### config.mk
export PLATFORM = sky130hd
export DESIGN_NAME = alu_arbiter
export DESIGN_NICKNAME = d
export VERILOG_FILES = /design/src/rtl/alu_arbiter.sv
export SDC_FILE = /design/constraint.sdc
export NUM_CORES = 1
export LEC_CHECK = 0
export BUFFER_PORTS_ARGS = -buffer_cell sky130_fd_sc_hd__buf_2
export CAP_MARGIN = 20
export CORE_AREA = 4 4 117 119
export CTS_CLUSTER_SIZE = 25
export DETAILED_ROUTE_END_ITERATION = 10
export DIE_AREA = 0 0 121 123
export GPL_ROUTABILITY_DRIVEN = 0
export PLACE_DENSITY = 0.73
export SLEW_MARGIN = 20
export SYNTH_ARGS = -nofsm -noshare
export SYNTH_HDL_FRONTEND = slang
export SYNTH_SLANG_ARGS = --single-unit
### constraint.sdc
create_clock -name clk -period 1.7 [get_ports clk]
set_clock_uncertainty 0.15 [all_clocks]
set_input_delay 0.085 -clock clk [delete_from_list [all_inputs] [get_ports clk]]
set_output_delay 0.085 -clock clk [all_outputs]
set_load 0.005 [all_outputs]
### src/rtl/alu_arbiter.sv
// Round-robin arbiter sharing one combinational ALU between two valid/ready requesters.
// Operands are registered before the ALU; the result is held until the owner accepts it.
module alu_arbiter #(
   parameter int WIDTH = 32,
   parameter int CTRLW = 3
) (
   input  logic             clk,
   input  logic             rst_n,
   input  logic             Req0Valid,
   output logic             Req0Ready,
   input  logic [WIDTH-1:0] Req0SrcA,
   input  logic [WIDTH-1:0] Req0SrcB,
   input  logic [CTRLW-1:0] Req0Ctrl,
   input  logic             Req1Valid,
   output logic             Req1Ready,
   input  logic [WIDTH-1:0] Req1SrcA,
   input  logic [WIDTH-1:0] Req1SrcB,
   input  logic [CTRLW-1:0] Req1Ctrl,
   output logic             Rsp0Valid,
   input  logic             Rsp0Ready,
   output logic [WIDTH-1:0] Rsp0Result,
   output logic             Rsp1Valid,
   input  logic             Rsp1Ready,
   output logic [WIDTH-1:0] Rsp1Result,
   output logic [WIDTH-1:0] AluSrcA,
   output logic [WIDTH-1:0] AluSrcB,
   output logic [CTRLW-1:0] AluControl,
   input  logic [WIDTH-1:0] AluResult,
   output logic             Busy
);

   typedef enum logic [1:0] {S_IDLE = 2'd0, S_EXEC = 2'd1, S_RESP = 2'd2} state_t;

   state_t           r_state, w_state_nxt;
   logic             r_prio, r_owner;
   logic [WIDTH-1:0] r_srca, r_srcb, r_result;
   logic [CTRLW-1:0] r_ctrl;
   logic             w_win, w_acc, w_rsp_rdy;

   // On contention Prio picks; otherwise the lone valid requester wins.
   assign w_win     = (Req0Valid && Req1Valid) ? r_prio : Req1Valid;
   assign w_acc     = Req0Valid || Req1Valid;
   assign w_rsp_rdy = r_owner ? Rsp1Ready : Rsp0Ready;

   always_comb begin
      w_state_nxt = r_state;
      Req0Ready   = 1'b0;
      Req1Ready   = 1'b0;
      case (r_state)
         S_IDLE: begin
            // Gated by rst_n so Ready is low while reset is held.
            Req0Ready = rst_n && Req0Valid && !w_win;
            Req1Ready = rst_n && Req1Valid && w_win;
            if (w_acc) w_state_nxt = S_EXEC;
         end
         S_EXEC:  w_state_nxt = S_RESP;
         S_RESP:  if (w_rsp_rdy) w_state_nxt = S_IDLE;
         default: w_state_nxt = S_IDLE;
      endcase
   end

   always_ff @(posedge clk or negedge rst_n) begin
      if (!rst_n) begin
         r_state  <= S_IDLE;
         r_prio   <= 1'b0;
         r_owner  <= 1'b0;
         r_srca   <= '0;
         r_srcb   <= '0;
         r_ctrl   <= '0;
         r_result <= '0;
      end else begin
         r_state <= w_state_nxt;
         case (r_state)
            S_IDLE: if (w_acc) begin
               r_owner <= w_win;
               r_srca  <= w_win ? Req1SrcA : Req0SrcA;
               r_srcb  <= w_win ? Req1SrcB : Req0SrcB;
               r_ctrl  <= w_win ? Req1Ctrl : Req0Ctrl;
            end
            S_EXEC: r_result <= AluResult;
            S_RESP: if (w_rsp_rdy) r_prio <= ~r_owner;
            default: ;
         endcase
      end
   end

   // ALU inputs only change on acceptance, so they stay quiet while idle.
   assign AluSrcA    = r_srca;
   assign AluSrcB    = r_srcb;
   assign AluControl = r_ctrl;
   assign Busy       = (r_state != S_IDLE);
   assign Rsp0Valid  = (r_state == S_RESP) && !r_owner;
   assign Rsp1Valid  = (r_state == S_RESP) && r_owner;
   assign Rsp0Result = r_owner ? '0 : r_result;
   assign Rsp1Result = r_owner ? r_result : '0;

endmodule

==> results.yml, run 1 <==
run_status:
  run_status: "complete, no violations"
global_routing:
  grt_pass1_wl_microns: 35800
  grt_max_degree: 69
  grt_pass1_vias: 6808
  track_usage_pct: 30.5
  overflow: 0
  antenna_found_initial: 0
cts:
  clk_path_buf_depth: 2
  cts_buffers: 9
  cts_root_buf: "clkbuf_16"
  cts_sinks: 103
  cts_max_level: 3
  clk_pin_slew_ns: 0.07
  insertion_delay_ns: 0.35
  cts_tree: "yes"
timing:
  rsz0062_at_grt: "yes"
  hold_viol_final: 0
  finalMaxSlewViolations: 0
  fin_crit_ns: 1.68
  max_freq_ghz: 0.596
  layout_worst_path_cycle_share_pct: 98.7
  relSlewSlack_pct: 60.9
  finalSetupViolations: 0
  worst_pin_slew_ns: 0.584
die:
  start_util_pct: 41.3
  die_area_sq_mm: 0.0149
  die_h_microns: 123
  core_sq_mm: 0.0126
  die_w_microns: 121
  num_rows: 41
  boundaryPins: 308
yosys:
  synth_area_leaders: "dfrtp_1 (50%), a31oi_1 (8.2%), mux2_2 (6.9%)"
  synth_edf_count: 0
  netlist_area_sq_mm: 0.00519
  synth_top_area_share_pct: 49.6
  async_reset_ff_share_pct: 100
  ys_seq_area_share_pct: 49.6
  ys.flop_type: "dfrtp_1"
  syn_inst: 553
  synth-seq-cells: 103
  yosys.area.top_type: "dfrtp_1"
  syn_avg_cell_area_sq_um: 9.39
  yosysUniqueCellTypes: 24
  synth.most_common_cell: "dfrtp_1"
  ys_warn_count: 0
  syn-num-nets: 725
  synthTopCellsByCount: "dfrtp_1 (103), a21oi_1 (68), a31oi_1 (68), nand3_1 (68), o21ai_0 (64)"
route:
  drt.antenna.violating_nets: 0
  dr.pass1.iters: 5
  vias_per_cell: 5.62
  drc: 0
  num_vias: 6648
  drt-total-wl_microns: 23600
  drt-wirelength-per-cell_microns: 20.0
  first_iter_violations: 634
layout:
  stdcell_count: 1183
  num_antenna_cells: 0
  syn2layout_area_growth_pct: 75.2
  drive_gt1_share_pct: 38.9
  seq_area_sq_mm: 0.00258
  n_fill_cell: 822
  layout.nets: 1178
  fin_util_pct: 72.4
  multi_input_area_sq_mm: 0.00232
power_and_ir_drop:
  vdd_ir_drop_max_v: 0.000747
  leakage_nw: 4.24
  power_per_cell_area_mw_per_mm2: 1550
critical_path:
  crit_type: "register to output pin"
  cp_slowest_cell: "dfrtp_1"
  crit_path_start_kind: "register"
  worstPathCellList: "and2b_2 > nor2_4 > and3_4 > buf_2"
  critPathMaxFanout: 3
  critPathArrivalTime_ns: 1.44
  slowest_delay_ns: 0.37
  crit_path_end_kind: "output pin"
  cp_data_required_time_ns: 1.46
placement:
  dp_cells: 989
  portBuffers: 307
  place.detailed.hpwl_microns: 12900
run:
  maxCapViolations: 0
hold_path:
  min_path_type: "input port to register"
[worst paths after layout]
| kind | from | to | slack (ns) | cells after the start |
|---|---|---|---|---|
| setup reg to reg | r_prio$_DFFE_PN0P_ | AluSrcA[7]$_DFFE_PN0P_ | 0.03 | 4 |
| hold / removal | Req1Valid | AluControl[0]$_DFFE_PN0P_ | 0.13 | 4 |
| setup / recovery | r_prio$_DFFE_PN0P_ | Req1Ready | 0.02 | 4 |
| hold reg to reg | r_result[19]$_DFFE_PN0N_ | r_result[19]$_DFFE_PN0N_ | 0.37 | 1 |
| min in group asynchronous | rst_n | AluSrcA[0]$_DFFE_PN0P_ | 0.17 | 3 |
| max in group asynchronous | rst_n | r_owner$_DFFE_PN0P_ | 0.21 | 3 |
[worst max-delay path: cells and delay by family, from the launching register on]
| family | cells | cell delay, ns |
|---|---|---|
| AND/OR/NAND/NOR | 3 | 0.62 |
| flip-flops | 1 | 0.37 |
| buffers and inverters | 1 | 0.10 |
[where the power goes]
part	total, mW	switching (mW)	internal (mW)
combinational	7.23	3.57	3.65
sequential	4.57	0.839	3.73
clock	2.31	0.939	1.37
[placed cells by master, fill, tap and decap left out, types with 3 or more instances in the layout]
cell type	count
buf_4	13
a21oi_1	68
buf_12	12
dfrtp_1	101
and2_1	32
nand3_1	68
buf_2	306
o21ai_1	6
mux2_2	32
clkbuf_16	10
a31oi_1	68
dlygate4sd3_1	170
inv_1	3
nor2_1	3
o21ai_0	63
nor2b_1	32
[layer usage]
metal | vias to the layer above | GRT usage, % | part of all wire (%)
met2 | 523 | 50.9 | 48
met4 | 0 | 17.5 | 4.9
met1 | 3112 | 35.7 | 36
met3 | 109 | 7.87 | 11
li1 | 2904 | - | -
met5 | - | 0 | 0
[flip-flops by register name (all words and copies together) (netlist names)]
name / count
AluControl: 3
r_owner: 1
AluSrcA: 32
r_prio: 1
r_result: 32
AluSrcB: 32
r_state: 2
[kinds of logic (layout without fill, tap and decap cells)]
logic type      after synthesis  after routing  share of synthesized area, %
mux                          32             32                          6.94
simple gates                145            145                          15.6
flops                       103            103                          49.6
buf+inv                      66            524                          6.14
compound gates              207            207                          21.7
[layout make-up]
cell class / count / share of cell area, %
clock buffer: 11 / 2.78
multi-input combinational: 384 / 25.5
inverter: 5 / 0.206
clock inverter: 5 / 0.880
tap: 172 / 2.36
sequential: 103 / 28.4
timing repair buffer: 503 / 39.9
[metrics by stage]
stage | cell area, sq um | setup WS [ns] | setup TNS [ns] | power (mW) | hold WS [ns]
global route | 9100 | -0.0492 | -0.0732 | 15.0 | 0.136
finish | 9100 | 0.0219 | 0 | 14.1 | 0.129
floorplan | 5190 | 0.159 | 0 | 7.81 | -0.361
detailed placement | 6950 | 0.178 | 0 | 10.9 | -0.178
global placement | 6950 | 0.237 | 0 | 10.7 | -0.183
CTS | 9030 | -0.000711 | -0.000711 | 13.7 | 0.118
[what timing repair did]
item / in CTS / in global routing
hold endpoints to repair: 204 / 0
gates resized for setup: 3 / 3
hold buffers: 170 / 0
pin swaps: 1 / 3
buffers inserted: 1 / 5
cloned: 1 / 1
setup endpoints to repair: 5 / 26
(Power assumes the default switching activity.)
==> run 2, diff against run 1 <==
CORE_AREA = 2 2 119 121   (was 4 4 117 119)
PLACE_DENSITY = 0.69   (was 0.73)
==> run 2 against run 1 <==
First-iteration DRC count shrank 9.0%. Critical endpoint unchanged. Critical path depth is the same. Sequential share of layout area is essentially flat. Critical path type unchanged. Non-clock buffer count is the same. Largest cell class unchanged.
==> results.yml, run 2 (same netlist as run 1, synthesis figures left out) <==
route:
  first_iter_violations: 577
  drt-wirelength-per-cell_microns: 18.1
  drt-total-wl_microns: 21500
  drt.antenna.violating_nets: 0
  dr.pass1.iters: 5
  vias_per_cell: 5.43
  num_vias: 6469
  drc: 0
timing:
  worst_pin_slew_ns: 0.542
  finalMaxSlewViolations: 0
  setup_tns_ns: 0
  layout_worst_path_cycle_share_pct: 96.0
  rsz0062_at_grt: "no"
  max_freq_ghz: 0.613
  fin_crit_ns: 1.63
  hold_viol_final: 0
  finalSetupViolations: 0
  relSlewSlack_pct: 63.9
critical_path:
  crit_path_end_kind: "output pin"
  cp_data_required_time_ns: 1.46
  critPathArrivalTime_ns: 1.40
  r2r-end: "AluSrcB[14]$_DFFE_PN0P_"
  worst-r2r-cell-count: 4
  r2r_slack_ns: 0.12
  worstPathCellList: "and2b_2 > nor2_4 > and3_1 > buf_2"
  worstReg2RegStart: "r_prio$_DFFE_PN0P_"
  cp_slowest_cell: "dfrtp_1"
  crit_path_start_kind: "register"
  crit_type: "register to output pin"
  slowest_delay_ns: 0.41
  critPathMaxFanout: 3
die:
  die_w_microns: 121
  die_area_sq_mm: 0.0149
  start_util_pct: 38.2
  die_h_microns: 123
  core_sq_mm: 0.0136
  boundaryPins: 308
  num_rows: 43
global_routing:
  antenna_found_initial: 0
  grt_max_degree: 80
  overflow: 0
  grt_pass1_vias: 6484
  track_usage_pct: 28.0
  grt_pass1_wl_microns: 32800
power_and_ir_drop:
  p_total_mw: 13.7
  leakage_nw: 4.23
  power_per_cell_area_mw_per_mm2: 1510
  vdd_ir_drop_max_v: 0.000714
layout:
  layout.nets: 1178
  syn2layout_area_growth_pct: 74.8
  layout_commonest_cell: "buf_2"
  stdcell_count: 1191
  layout_common_cells: "buf_2 (306), dlygate4sd3_1 (169), dfrtp_1 (101)"
  num_antenna_cells: 0
  drive_gt1_share_pct: 38.9
cts:
  cts_sinks: 103
  cts_tree: "yes"
  clk_path_buf_depth: 2
  cts_root_buf: "clkbuf_16"
  insertion_delay_ns: 0.34
  clk_pin_slew_ns: 0.07
  cts_max_level: 3
  cts_buffers: 9
placement:
  place.detailed.hpwl_microns: 11700
  dp_cells: 997
  portBuffers: 307
hold_path:
  min_path_type: "input port to register"
  min_to: "AluSrcB[25]$_DFFE_PN0P_"
  whs_path_depth: 4
  hp-start: "Req1Valid"
run:
  maxCapViolations: 0
run_status:
  run_status: "complete, no violations"
==> run 2: how the worst max path moves through the flow <==
stage / slack [ns] / start / depth (start not counted) / end
6_report: 0.07 / r_prio$_DFFE_PN0P_ / 4 / Req1Ready
5_1_grt: 0.0007 / r_prio$_DFFE_PN0P_ / 4 / Req1Ready
3_5_place_dp: 0.16 / r_state[0]$_DFFE_PN0P_ / 4 / r_result[23]$_DFFE_PN0N_
2_1_floorplan: 0.16 / r_state[1]$_DFFE_PN0P_ / 3 / r_result[10]$_DFFE_PN0N_
4_1_cts: 0.007 / r_state[1]$_DFFE_PN0P_ / 5 / Req0Ready
3_3_place_gp: 0.21 / r_state[0]$_DFFE_PN0P_ / 4 / r_result[21]$_DFFE_PN0N_
==> run 2: power by group <==
| part | internal, mW | total, mW | switching [mW] |
|---|---|---|---|
| logic | 3.60 | 6.96 | 3.36 |
| registers | 3.72 | 4.55 | 0.824 |
| clock network | 1.30 | 2.24 | 0.943 |
| total | 8.62 | 13.7 | 5.12 |
==> run 2: layout make-up <==
| cell class | count | area (sq um) |
|---|---|---|
| fill | 1061 | 4530 |
| timing repair buffer | 503 | 3620 |
| sequential | 103 | 2580 |
| multi-input combinational | 384 | 2320 |
| clock buffer | 10 | 229 |
| tap | 180 | 225 |
| clock inverter | 6 | 90.1 |
| inverter | 5 | 18.8 |
==> run 2: layer usage <==
layer  global-route usage, %  vias to the layer above  wire length (microns)  part of all wire, %
met1                    30.8                     3007                   7680                   36
li1                        -                     2903                      -                    -
met2                    48.7                      439                  10700                   50
met4                    18.4                        0                   1280                  6.0
met3                    6.41                      120                   1830                  8.5
met5                       0                        -                      0                    0
==> run 2: per-stage QoR <==
stage                     util (%)  setup slack (ns)  instance area [sq um]  hold slack [ns]
final                         66.7            0.0688                   9080            0.123
after global routing          66.7          0.000651                   9080            0.151
after CTS                     66.0           0.00719                   8980            0.111
after detailed placement      51.1             0.165                   6960         0.000166
after global placement        51.1             0.208                   6960        -0.000345
after floorplan                  -             0.159                   5190           -0.361
==> run 2: worst max-delay path: cells and delay by family, from the launching register on <==
family	cells	cell delay (ns)
AND/OR/NAND/NOR	3	0.51
flip-flops	1	0.41
buffers and inverters	1	0.13
==> run 2: what timing repair did <==
| action | CTS | global route |
|---|---|---|
| hold buffers | 169 | 0 |
| resized for setup | 2 | 3 |
| endpoints found under the hold margin | 204 | 0 |
| buffers inserted | 1 | 7 |
| cloned | 0 | 1 |
| endpoints found under the setup margin | 18 | 11 |
| pin swaps | 1 | 1 |
==> run 3, diff against run 2 <==
CORE_AREA = 2 2 121 123   (was 2 2 119 121)
CTS_BUF_LIST = sky130_fd_sc_hd__clkbuf_8   (was not set)
DIE_AREA = 0 0 123 125   (was 0 0 121 123)
PLACE_DENSITY = 0.67   (was 0.69)
==> run 3 against run 2 <==
Worst hold slack worse by 0.0031 ns. Via count up 1.2%. Die area up 3.3%. Wire length up 6.3%. Largest cell class unchanged. Global-route usage down 0.78 points. Critical path depth up 1. Non-clock buffer count up 7. Core utilization down 2.8 points.
==> results.yml, run 3 (same netlist as run 1, synthesis figures left out) <==
timing:
  fin_crit_ns: 1.67
  hold_viol_final: 0
  relSlewSlack_pct: 61.8
  finalMaxSlewViolations: 0
  finalSetupViolations: 0
  layout_worst_path_cycle_share_pct: 98.2
  rsz0062_at_grt: "yes"
  max_freq_ghz: 0.599
  worst_pin_slew_ns: 0.572
  setup_tns_ns: 0
power_and_ir_drop:
  power_per_cell_area_mw_per_mm2: 1480
  p_total_mw: 13.4
  leakage_nw: 4.22
  vdd_ir_drop_max_v: 0.000632
hold_path:
  min_path_type: "input port to register"
  hp-start: "Req1Valid"
  whs_path_depth: 4
layout:
  layout.nets: 1185
  stdcell_count: 1203
  layout_commonest_cell: "buf_2"
  n_fill_cell: 1111
  drive_gt1_share_pct: 39.3
  layout_common_cells: "buf_2 (305), dlygate4sd3_1 (171), dfrtp_1 (101)"
  syn2layout_area_growth_pct: 74.7
route:
  drt-wirelength-per-cell_microns: 19.0
  drt.antenna.violating_nets: 0
  dr.pass1.iters: 7
  vias_per_cell: 5.44
  num_vias: 6545
  drt-total-wl_microns: 22900
  drc: 0
  first_iter_violations: 469
cts:
  cts_sinks: 103
  cts_buffers: 9
  clk_path_buf_depth: 2
  insertion_delay_ns: 0.37
  cts_max_level: 3
  cts_tree: "yes"
  clk_pin_slew_ns: 0.10
  cts_root_buf: "clkbuf_8"
global_routing:
  antenna_found_initial: 1
  grt_pass1_vias: 6386
  track_usage_pct: 27.2
  grt_pass1_wl_microns: 32800
  grt_max_degree: 103
  overflow: 0
die:
  start_util_pct: 36.6
  boundaryPins: 308
  die_area_sq_mm: 0.0154
  die_w_microns: 123
  core_sq_mm: 0.0142
  die_h_microns: 125
  num_rows: 44
placement:
  place.detailed.hpwl_microns: 11900
  dp_cells: 1000
  portBuffers: 307
critical_path:
  crit_path_end_kind: "output pin"
  worstReg2RegStart: "r_state[1]$_DFFE_PN0P_"
  cp_data_required_time_ns: 1.46
  critPathArrivalTime_ns: 1.43
  cp_slowest_cell: "dfrtp_2"
  worst-r2r-cell-count: 7
  crit_path_start_kind: "register"
  r2r_slack_ns: 0.04
  worstPathCellList: "nor2_4 > buf_12 > nand3_2 > nor2_1 > buf_2"
  crit_type: "register to output pin"
  crit_start: "r_state[1]$_DFFE_PN0P_"
  slowest_delay_ns: 0.46
  critPathMaxFanout: 5
run:
  maxCapViolations: 0
run_status:
  run_status: "complete, no violations"
[run 3: critical path: cells and delay by family (launching register included)]
kind                   cells  cell delay, ns
buffers and inverters      2            0.26
and+or+nand+nor            3            0.36
DFF                        1            0.46
[run 3: path summary, 6_finish.rpt]
kind | endpoint
min in group asynchronous | AluSrcA[1]$_DFFE_PN0P_
min | r_owner$_DFFE_PN0P_
max in group asynchronous | r_state[1]$_DFFE_PN0P_
max reg2reg | AluSrcB[24]$_DFFE_PN0P_
max | Req0Ready
min reg2reg | r_result[2]$_DFFE_PN0N_
[run 3: repair_timing]
action / 4_1_cts / 5_1_grt
pin swaps: 1 / 1
setup buffers: 6 / 2
hold buffers: 171 / 0
setup endpoints to repair: 30 / 33
cloned: 1 / 6
resized for setup: 3 / 8
endpoints found under the hold margin: 204 / 0
[run 3: final cells by class]
class / instances / area, sq um / area share [%]
clock buffer: 10 / 138 / 1.52
multi-input combinational: 384 / 2330 / 25.6
antenna: 1 / 2.50 / 0.0276
inverter: 5 / 23.8 / 0.262
sequential: 103 / 2580 / 28.4
clock inverter: 6 / 36.3 / 0.400
timing repair buffer: 510 / 3740 / 41.2
tap: 184 / 230 / 2.54
[run 3: through the flow]
stage | hold slack [ns] | area [sq um] | worst slack, ns | util (%)
after global routing | 0.144 | 9080 | -0.0576 | 63.9
final | 0.119 | 9080 | 0.0308 | 63.9
after detailed placement | -0.244 | 6930 | 0.221 | 48.8
after CTS | 0.0738 | 8900 | -0.0107 | 62.7
after global placement | -0.242 | 6930 | 0.237 | 48.8
after floorplan | -0.361 | 5190 | 0.159 | -
[run 3: power by group]
part / switching [mW] / leakage [nW] / total (mW) / internal [mW]
sequential: 0.836 / 1.17 / 4.55 / 3.71
combinational: 3.56 / 2.96 / 7.45 / 3.89
clock: 0.874 / 0.0976 / 1.44 / 0.570
[run 3: routing by layer]
layer / share of wire [%] / up-vias / track usage, %
met3: 8.6 / 110 / 5.52
met2: 49 / 486 / 45.4
met1: 37 / 3031 / 31.2
met5: 0 / - / 0
li1: - / 2918 / -
met4: 5.8 / 0 / 18.0
